$ cat src/rtl/calc_pkg.sv
// Shared constants and FSM encoding for the UART transmit arbiter.
package calc_pkg;

    localparam int BYTE_W = 8;
    localparam logic [BYTE_W-1:0] NEWLINE = 8'h0A;

    typedef enum logic [1:0] {
        ST_IDLE = 2'd0,
        ST_LOAD = 2'd1,
        ST_SEND = 2'd2,
        ST_NEXT = 2'd3
    } arb_state_e;

    function automatic int wrap_inc(input int idx, input int n);
        return (idx + 1 >= n) ? 0 : idx + 1;
    endfunction

endpackage

$ cat src/rtl/rr_picker.sv
// Combinational round-robin picker: the first active requester at or after ptr wins.
module rr_picker #(
    parameter int N     = 2,
    parameter int IDX_W = 1
) (
    input  logic [N-1:0]     req,
    input  logic [IDX_W-1:0] ptr,
    output logic [N-1:0]     gnt,
    output logic [IDX_W-1:0] idx,
    output logic             any
);

    logic [IDX_W:0]   sum;
    logic [IDX_W-1:0] cand;

    always_comb begin
        gnt  = '0;
        idx  = '0;
        any  = 1'b0;
        sum  = '0;
        cand = '0;
        for (int k = 0; k < N; k++) begin
            // One spare bit holds ptr+k before folding back into 0..N-1.
            sum = {1'b0, ptr} + (IDX_W+1)'(k);
            if (sum >= (IDX_W+1)'(N)) begin
                sum = sum - (IDX_W+1)'(N);
            end
            cand = sum[IDX_W-1:0];
            if (!any && req[cand]) begin
                any       = 1'b1;
                gnt[cand] = 1'b1;
                idx       = cand;
            end
        end
    end

endmodule

$ cat src/rtl/tx_arbiter.sv
// Arbitrates N_REQ byte-stream requesters onto one UART writer, locking the writer per message.
module tx_arbiter
    import calc_pkg::*;
#(
    parameter int N_REQ   = 2,
    parameter int TIMEOUT = 1024
) (
    input  logic               clk,
    input  logic               rst,
    input  logic [N_REQ-1:0]   req_vld,
    input  logic [8*N_REQ-1:0] req_data,
    input  logic [N_REQ-1:0]   req_last,
    output logic [N_REQ-1:0]   req_ack,
    output logic               tx_ready,
    output logic [7:0]         tx_data,
    input  logic               tx_rd,
    output logic [N_REQ-1:0]   grant,
    output logic               busy
);

    localparam int IDX_W = $clog2(N_REQ);
    localparam int CNT_W = (TIMEOUT > 2) ? $clog2(TIMEOUT) : 1;
    localparam logic [CNT_W-1:0] CNT_END = CNT_W'(TIMEOUT - 1);

    arb_state_e        state_q, state_d;
    logic [N_REQ-1:0]  grant_q, grant_d;
    logic [N_REQ-1:0]  ack_q, ack_d;
    logic [IDX_W-1:0]  owner_q, owner_d;
    logic [IDX_W-1:0]  rr_ptr_q, rr_ptr_d;
    logic [BYTE_W-1:0] tx_data_q, tx_data_d;
    logic              tx_ready_q, tx_ready_d;
    logic              busy_q, busy_d;
    logic              last_q, last_d;
    logic              started_q, started_d;
    logic [CNT_W-1:0]  cnt_q, cnt_d;

    logic [N_REQ-1:0]  pick_gnt;
    logic [IDX_W-1:0]  pick_idx;
    logic              pick_any;
    logic [IDX_W-1:0]  ptr_after;

    rr_picker #(
        .N     (N_REQ),
        .IDX_W (IDX_W)
    ) u_picker (
        .req (req_vld),
        .ptr (rr_ptr_q),
        .gnt (pick_gnt),
        .idx (pick_idx),
        .any (pick_any)
    );

    assign ptr_after = IDX_W'(wrap_inc(int'(owner_q), N_REQ));

    always_comb begin
        state_d   = state_q;
        grant_d   = grant_q;
        owner_d   = owner_q;
        rr_ptr_d  = rr_ptr_q;
        tx_data_d = tx_data_q;
        last_d    = last_q;
        started_d = started_q;
        cnt_d     = cnt_q;
        ack_d     = '0;
        case (state_q)
            ST_IDLE: begin
                started_d = 1'b0;
                if (pick_any) begin
                    grant_d = pick_gnt;
                    owner_d = pick_idx;
                    state_d = ST_LOAD;
                end
            end
            ST_LOAD: begin
                if (req_vld[owner_q]) begin
                    tx_data_d = req_data[BYTE_W*owner_q +: BYTE_W];
                    last_d    = req_last[owner_q];
                    ack_d     = grant_q;
                    started_d = 1'b1;
                    state_d   = ST_SEND;
                end else if (started_q) begin
                    cnt_d   = '0;
                    state_d = ST_NEXT;
                end else begin
                    grant_d = '0;
                    state_d = ST_IDLE;
                end
            end
            ST_SEND: begin
                if (tx_rd) begin
                    if (last_q) begin
                        grant_d  = '0;
                        rr_ptr_d = ptr_after;
                        state_d  = ST_IDLE;
                    end else begin
                        cnt_d   = '0;
                        state_d = ST_NEXT;
                    end
                end
            end
            ST_NEXT: begin
                // Mid-message gap: only the owner may continue; a stalled owner is dropped.
                if (req_vld[owner_q]) begin
                    state_d = ST_LOAD;
                end else if (cnt_q == CNT_END) begin
                    grant_d  = '0;
                    rr_ptr_d = ptr_after;
                    state_d  = ST_IDLE;
                end else if (cnt_q != '1) begin
                    cnt_d = cnt_q + 1'b1;
                end
            end
            default: state_d = ST_IDLE;
        endcase
        tx_ready_d = (state_d == ST_SEND);
        busy_d     = (state_d != ST_IDLE);
    end

    always_ff @(posedge clk) begin
        if (rst) begin
            state_q    <= ST_IDLE;
            grant_q    <= '0;
            ack_q      <= '0;
            owner_q    <= '0;
            rr_ptr_q   <= '0;
            tx_data_q  <= '0;
            tx_ready_q <= 1'b0;
            busy_q     <= 1'b0;
            last_q     <= 1'b0;
            started_q  <= 1'b0;
            cnt_q      <= '0;
        end else begin
            state_q    <= state_d;
            grant_q    <= grant_d;
            ack_q      <= ack_d;
            owner_q    <= owner_d;
            rr_ptr_q   <= rr_ptr_d;
            tx_data_q  <= tx_data_d;
            tx_ready_q <= tx_ready_d;
            busy_q     <= busy_d;
            last_q     <= last_d;
            started_q  <= started_d;
            cnt_q      <= cnt_d;
        end
    end

    assign req_ack  = ack_q;
    assign grant    = grant_q;
    assign tx_ready = tx_ready_q;
    assign tx_data  = tx_data_q;
    assign busy     = busy_q;

endmodule

$ cat config.mk
export PLATFORM = sky130hd
export DESIGN_NAME = tx_arbiter
export DESIGN_NICKNAME = d
export VERILOG_FILES = /design/src/rtl/calc_pkg.sv /design/src/rtl/rr_picker.sv /design/src/rtl/tx_arbiter.sv
export SDC_FILE = /design/constraint.sdc
export NUM_CORES = 1
export LEC_CHECK = 0
export ABC_AREA = 1
export CORE_MARGIN = 2
export CORE_UTILIZATION = 33
export CTS_BUF_LIST = sky130_fd_sc_hd__clkbuf_4 sky130_fd_sc_hd__clkbuf_8
export DETAILED_ROUTE_END_ITERATION = 6
export MAX_ROUTING_LAYER = met4
export PLACE_DENSITY_LB_ADDON = 0.25
export SETUP_SLACK_MARGIN = 0.4
export SLEW_MARGIN = 20
export SYNTH_ARGS = -nofsm -noshare
export SYNTH_HDL_FRONTEND = slang
export SYNTH_SLANG_ARGS = --single-unit
export TNS_END_PERCENT = 20
$ cat constraint.sdc
create_clock -name clk -period 4 [get_ports clk]
set_input_delay 1.2 -clock clk [delete_from_list [all_inputs] [get_ports clk]]
set_output_delay 1.2 -clock clk [all_outputs]
set_load 0.05 [all_outputs]
==> Word level (Yosys, flattened, before mapping) <==
Cells that the tools add are included.
{ "totals": {"in_bits": 23, "wordCells": 114, "out_inout_bits": 14, "regBits": 30} }
{ "classes": {"n_eq_ne": 18, "shift": 1, "addsub": 5, "magnitude_cmp": 8, "n_mux": 52, "n_bitwise": 3, "n_reduce_logical": 16} }
{ "ops": {"columns": ["operator", "count"], "rows": [
  ["2-to-1 mux 10 bit", 7],
  ["2-to-1 mux 2 bit", 16],
  ["case mux 10 bit (3 select lines)", 1],
  ["!= test 2 bit, second input constant", 12],
  ["2-to-1 mux 1 bit", 22],
  ["case mux 2 bit (4 select lines)", 2],
  ["indexed part select 16 x 5 -> 8 bit", 1],
  ["adder 10 x 1 -> 10 bit, second input constant", 1],
  ["== test 10 bit, second input constant", 1],
  ["!= test 10 bit, second input constant", 1],
  ["AND reduction 8 bit", 1],
  ["AND reduction 7 bit", 1],
  ["== test 2 bit, second input constant", 3],
  ["< comparator 1 x 2 -> 1 bit, second input constant", 3],
  ["AND reduction 2 bit", 3],
  ["nonzero test 2 bit", 3],
  ["AND reduction 5 bit", 1],
  ["adder 1 x 1 -> 2 bit, second input constant", 2],
  [">= comparator 2 bit, second input constant", 2],
  ["case mux 1 bit (2 select lines)", 2],
  ["logical AND 1 bit", 3],
  ["nonzero test 3 bit", 1],
  ["OR reduction 3 bit", 1],
  ["demux 1 bit (select 1 bit)", 2],
  ["other kinds (8)", 11]
]} }

==> Logic depth before layout (Yosys ltp) <==
{ "depth": {"word_depth": 11, "mapped_depth": 11, "depth_no_buf": 11} }

==> Hierarchy <==
Synthesis repeated with hierarchy kept, for this count alone.
{ "hier_totals": {"hier_cells": 238, "hier_area_um2": 1582.8} }
{ "by_module_without_submodules": {"columns": ["module", "cells_each", "area_per_inst_um2", "n_inst", "seq_area_each_um2"], "rows": [
  ["tx_arbiter", 231, 1552.7, 1, 600.6],
  ["rr_picker", 7, 30.0, 1, 0.0]
]} }

==> Worst setup path after synthesis <==
Ideal clock, no wire load.
{ "synth_path": {"path_kind": "input port to flip-flop", "from": "input port tx_rd", "to": "register cnt_q[9]", "path_stages": 8, "arrival_time_ns": 1.933, "setup_ns": 0.125, "n_path_buf": 1, "required_ns": 3.875, "setup_slack_ns": 1.943, "cell_sequence": "inv_1 > o21ai_0 > nand3_1 > nor2_2 > buf_6 > nor2_4 > nor2_1 > nor2_1"} }
{ "synth_via": {"elab_chain_len": 2} }
{ "synth_rtl": {"columns": ["item", "line_no", "rtl"], "rows": [
  ["start, declared", "tx_arbiter.sv:16", "input logic tx_rd,"],
  ["!= test 2 bit (no line)", null, null],
  ["AND reduction 8 bit (no line)", null, null],
  ["end signal, assigned", "tx_arbiter.sv:143", "cnt_q <= cnt_d;"],
  ["end, declared", "tx_arbiter.sv:35", "logic [CNT_W-1:0] cnt_q, cnt_d;"]
]} }
Every way passes these cells.
A chain may end at the register's enable or synchronous reset.

==> Final worst setup path <==
{ "layout_path": {"from": "input port req_vld[1]", "to": "register tx_ready_q, in the netlist tx_ready"} }
{ "layout_via": {"elab_chain_len": 9, "word_cells_on_any_way": 15, "classes_between": "eq/ne: 1; mux: 12; reduce/logical: 2"} }
{ "layout_rtl": {"columns": ["item", "line_no", "rtl"], "rows": [
  ["start, declared", "tx_arbiter.sv:10", "input logic [N_REQ-1:0] req_vld,"],
  ["2-to-1 mux 1 bit (implied by the code) (2 in series)", "rr_picker.sv:29", "if (!any && req[cand]) begin"],
  ["2-to-1 mux 1 bit", "rr_picker.sv:29", null],
  ["logical NOT 1 bit", "rr_picker.sv:29", null],
  ["logical AND 1 bit", "rr_picker.sv:29", null],
  ["2-to-1 mux 1 bit", "rr_picker.sv:29", null],
  ["2-to-1 mux 2 bit", "tx_arbiter.sv:68", "if (pick_any) begin"],
  ["case mux 2 bit (4 select lines) *", "tx_arbiter.sv:65", "case (state_q)"],
  ["== test 2 bit *", "tx_arbiter.sv:115", "tx_ready_d = (state_d == ST_SEND);"],
  ["end signal, assigned", "tx_arbiter.sv:139", "tx_ready_q <= tx_ready_d;"],
  ["end, declared", "tx_arbiter.sv:31", "logic tx_ready_q, tx_ready_d;"]
]} }
Every way passes the cells marked *; elsewhere a longest branch is shown, timed or not. The select of a mux whose other input is x is not followed.

==> results.md <==
- Outcome: completed
- Worst-path clk slew: 60 ps
- First-pass GRT wire length: 6375 um
- Vias: 1507
- Max clock buf depth: 2
- Start of the worst register-to-register path: owner_q
- Worst reg-to-reg setup slack: 1880 ps
- All-Layer GR Usage: 15.75%
- Fill count: 504
- Yosys warns: 0
- Syn_nets: 256
- Top layer reached by signal wires: met4
- Largest family of logic cells by synthesized area: simple AND/OR/NAND/NOR gates
- Routed Antenna Nets: 0
- Flops & latches, synth: 30
- Worst Max-Slew Pin Slew: 558.8 ps
- Final-report hold violation count: 0
- Ports: 37
- WHS: 443.6 ps
- Slowest-stage cell, CP: clkdlybuf4s50_1
- Global route total overflow: 0
- Synthesized area: 1575 um^2
- Die height: 73.09 um
- TritonCTS clock tree: done
- Met3 routed WL: 181 um
- Initial Utilization: 33.80%
- Max-cap violation count: 0
- Ratio of cells with drive above 1 in the final layout: 8.922%
- Final wirelength: 3520 um
- DRT met1 WL: 1610 um
- Register area share after synthesis: 38.13%
- Final Skew: 3.000 ps
- H-tree Lvls: 2
- Netlist cell types: 31
- Cells after Synth: 232
- Pins Over Slew Limit: 0
- Hold Path Depth: 2
- Final TNS setup: 0 ps
- Post-synthesis mux area share: 0%
- Worst path arrival time: 2910 ps
- Total power: 0.8349 mW
- CP max FO: 20
- Worst path cell trace: clkdlybuf4s50_1 -> nand2_1 -> nand2_1 -> nand2_1 -> inv_1 -> nor2_1 -> o21ai_0 -> nand2_1 -> nor3_1
- CTS root buffer: clkbuf_8
- CP required: 4190 ps
- Hold Buf Count CTS: 0
- Top Family by Delay on Critical Path: buffers and inverters
- Final min period: 2722 ps
- Cell depth of the worst setup path: 9
- First DRT Iteration DRCs: 58
- Worst path max stage delay: 520 ps
- Slack of the critical path: 1278 ps
- NumNets Final: 292
- Post CTS Setup Buffer Count: 0
- Hold_sp: grant[0]
- Final GP Congestion: 0.8017
- Slew margin rel.: 62.63%
- Synthesis-to-layout area growth: 30.02%
- Worst-Skew Late Latency: 280 ps
- Wire length per cell: 10.90 um
- Pre-CTS setup slack: 929.6 ps
- CP Launch Type: input pin
- First-pass DRT Iterations: 4
- Vias in the first global route: 1490
- CP endpoint kind: flop
- LEAKAGE: 0.8411 nW
- CTS buffer count: 5
- Largest net degree at the start of global routing: 21
- Worst Path Buf+Inv: 2
- Row cnt: 25
- Die area: 5342 um^2
- Core ar.: 4661 um^2
- WS Path Type: in2reg
- Cell depth of the worst flop-to-flop path: 11
- Worst R2R End: grant[1]
- Synth Area per Inst: 6.790 um^2
- Antenna Cells: 0
- Met2 Routed Length: 1675 um
- IR drop worst, VDD: 0.0001451 V
- Hold EP: req_ack[0]
- Compound-Gate Fraction of Synth Area: 13.26%
- Fmax: 367.3 MHz
- Port bufs: 36
- Vias/cell: 4.666
- RSZ-0062 raised after global routing: false
- Post-cts sizing count: 0
- Crit share post-route: 68.06%
- Simple-gate share of the synthesized area: 37.49%
- # clock sinks: 30
- Number of setup violations in the final report: 0
- Initial antenna violation count: 0
- XOR/XNOR share of the synthesized area: 1.668%
- HPWL after DPL: 2532 um
- Most Frequent Cell on Critical Path: nand2_1
- Post-synthesis adder-cell area fraction: 0.7943%
- Final Util: 43.95%
- Die Width: 73.09 um
- DRC viols: 0
- Hold Crit Class: reg2reg
- Pwr dens: 407.6 nW/um^2
## how the worst max path moves through the flow
| stage | from | end |
|---|---|---|
| after detailed placement | req_vld[1] | tx_ready |
| final | req_vld[1] | tx_ready |
| after floorplan | tx_rd | cnt_q[9] |
| after global placement | req_vld[1] | tx_ready |
| after CTS | req_vld[1] | tx_ready |
| after global routing | req_vld[1] | tx_ready |
## report_power, final
group	leakage (nW)	switching, mW	internal [mW]	total [mW]
clock	0.0517	0.116	0.145	0.261
combinational	0.545	0.149	0.0806	0.229
sequential	0.244	0.0192	0.325	0.344
total	0.841	0.284	0.551	0.835
## logic make-up after synthesis
group,Yosys count
adder cells (fa/ha/maj),1
flip-flops,30
AO/OA/AOI/OAI,37
buffers and inverters,30
AND/OR/NAND/NOR,131
XOR/XNOR,3
## synthesized netlist by cell type
cell,n,area (um^2)
a21o_2,1,8.760
a21oi_1,10,50.05
a31oi_1,9,56.30
buf_1,1,3.750
buf_4,1,7.510
buf_6,2,22.52
clkbuf_1,2,7.510
dfxtp_1,30,600.6
dlygate4sd1_1,1,8.760
ha_1,1,12.51
inv_1,22,82.58
inv_2,1,3.750
nand2_1,76,285.3
nand2_2,3,18.77
nand2_4,1,11.26
nand3_1,10,50.05
nand3_2,1,10.01
nand3_4,1,17.52
nand4_1,3,18.77
nor2_1,26,97.59
nor2_2,3,18.77
nor2_4,4,45.04
nor3_1,2,10.01
nor3b_1,1,7.510
o21ai_0,13,65.06
o21ai_1,1,5.000
o21ai_2,1,8.760
o21bai_1,1,7.510
o31ai_1,1,7.510
xnor2_1,2,17.52
xor2_1,1,8.760
## flip-flops by register name, indices dropped and copies added, names as in the netlist
register and flops:
owner_q 1, state_q 2, req_ack 2, grant 2, busy 1, started_q 1
tx_data 8, rr_ptr_q 1, tx_ready 1, cnt_q 10, last_q 1
## cells in the final DEF, fill, tap and decap left out
cell type,Yosys,layout
a21o_2,1,1
a21oi_1,10,10
a31oi_1,9,9
clkbuf_4,0,1
clkbuf_8,0,6
clkdlybuf4s50_1,0,36
clkinv_2,0,1
dfxtp_1,30,30
ha_1,1,1
inv_1,22,22
inv_2,1,1
nand2_1,76,76
nand2_2,3,3
nand2_4,1,1
nand3_1,10,10
nand3_2,1,1
nand3_4,1,1
nand4_1,3,3
nor2_1,26,26
nor2_2,3,3
nor2_4,4,4
nor3_1,2,2
nor3b_1,1,1
o21ai_0,13,13
o21ai_1,1,1
o21ai_2,1,1
o21bai_1,1,1
o31ai_1,1,1
xnor2_1,2,2
xor2_1,1,1
## worst register-to-register path, delay by kind of cell (launching register included)
family,cells,cell delay [ps]
simple gates,9,910
flops,1,580
buf+inv,2,530
## area by class of cell
class	instances	area [um^2]	area share [%]
clock buffers	7	90.09	4.398
clock inverters	1	5.005	0.2443
inverters	23	86.33	4.215
multi-input cells	172	838.3	40.93
flip-flops and latches	30	600.6	29.32
well taps	54	67.56	3.299
repair buffers	36	360.3	17.59
## metrics by stage
stage	cell area, um^2	cells
2_1_floorplan	1575	232
3_3_place_gp	1953	315
3_5_place_dp	1953	315
4_1_cts	2048	323
5_1_grt	2048	323
6_report	2048	323
## routing by layer
layer | vias up | global-route usage [%]
li1 | 807 | -
met1 | 656 | 17.19
met2 | 38 | 26.73
met3 | 6 | 4.696
met4 | 0 | 6.173
met5 | - | -
Power figures use the tool's default switching activity.
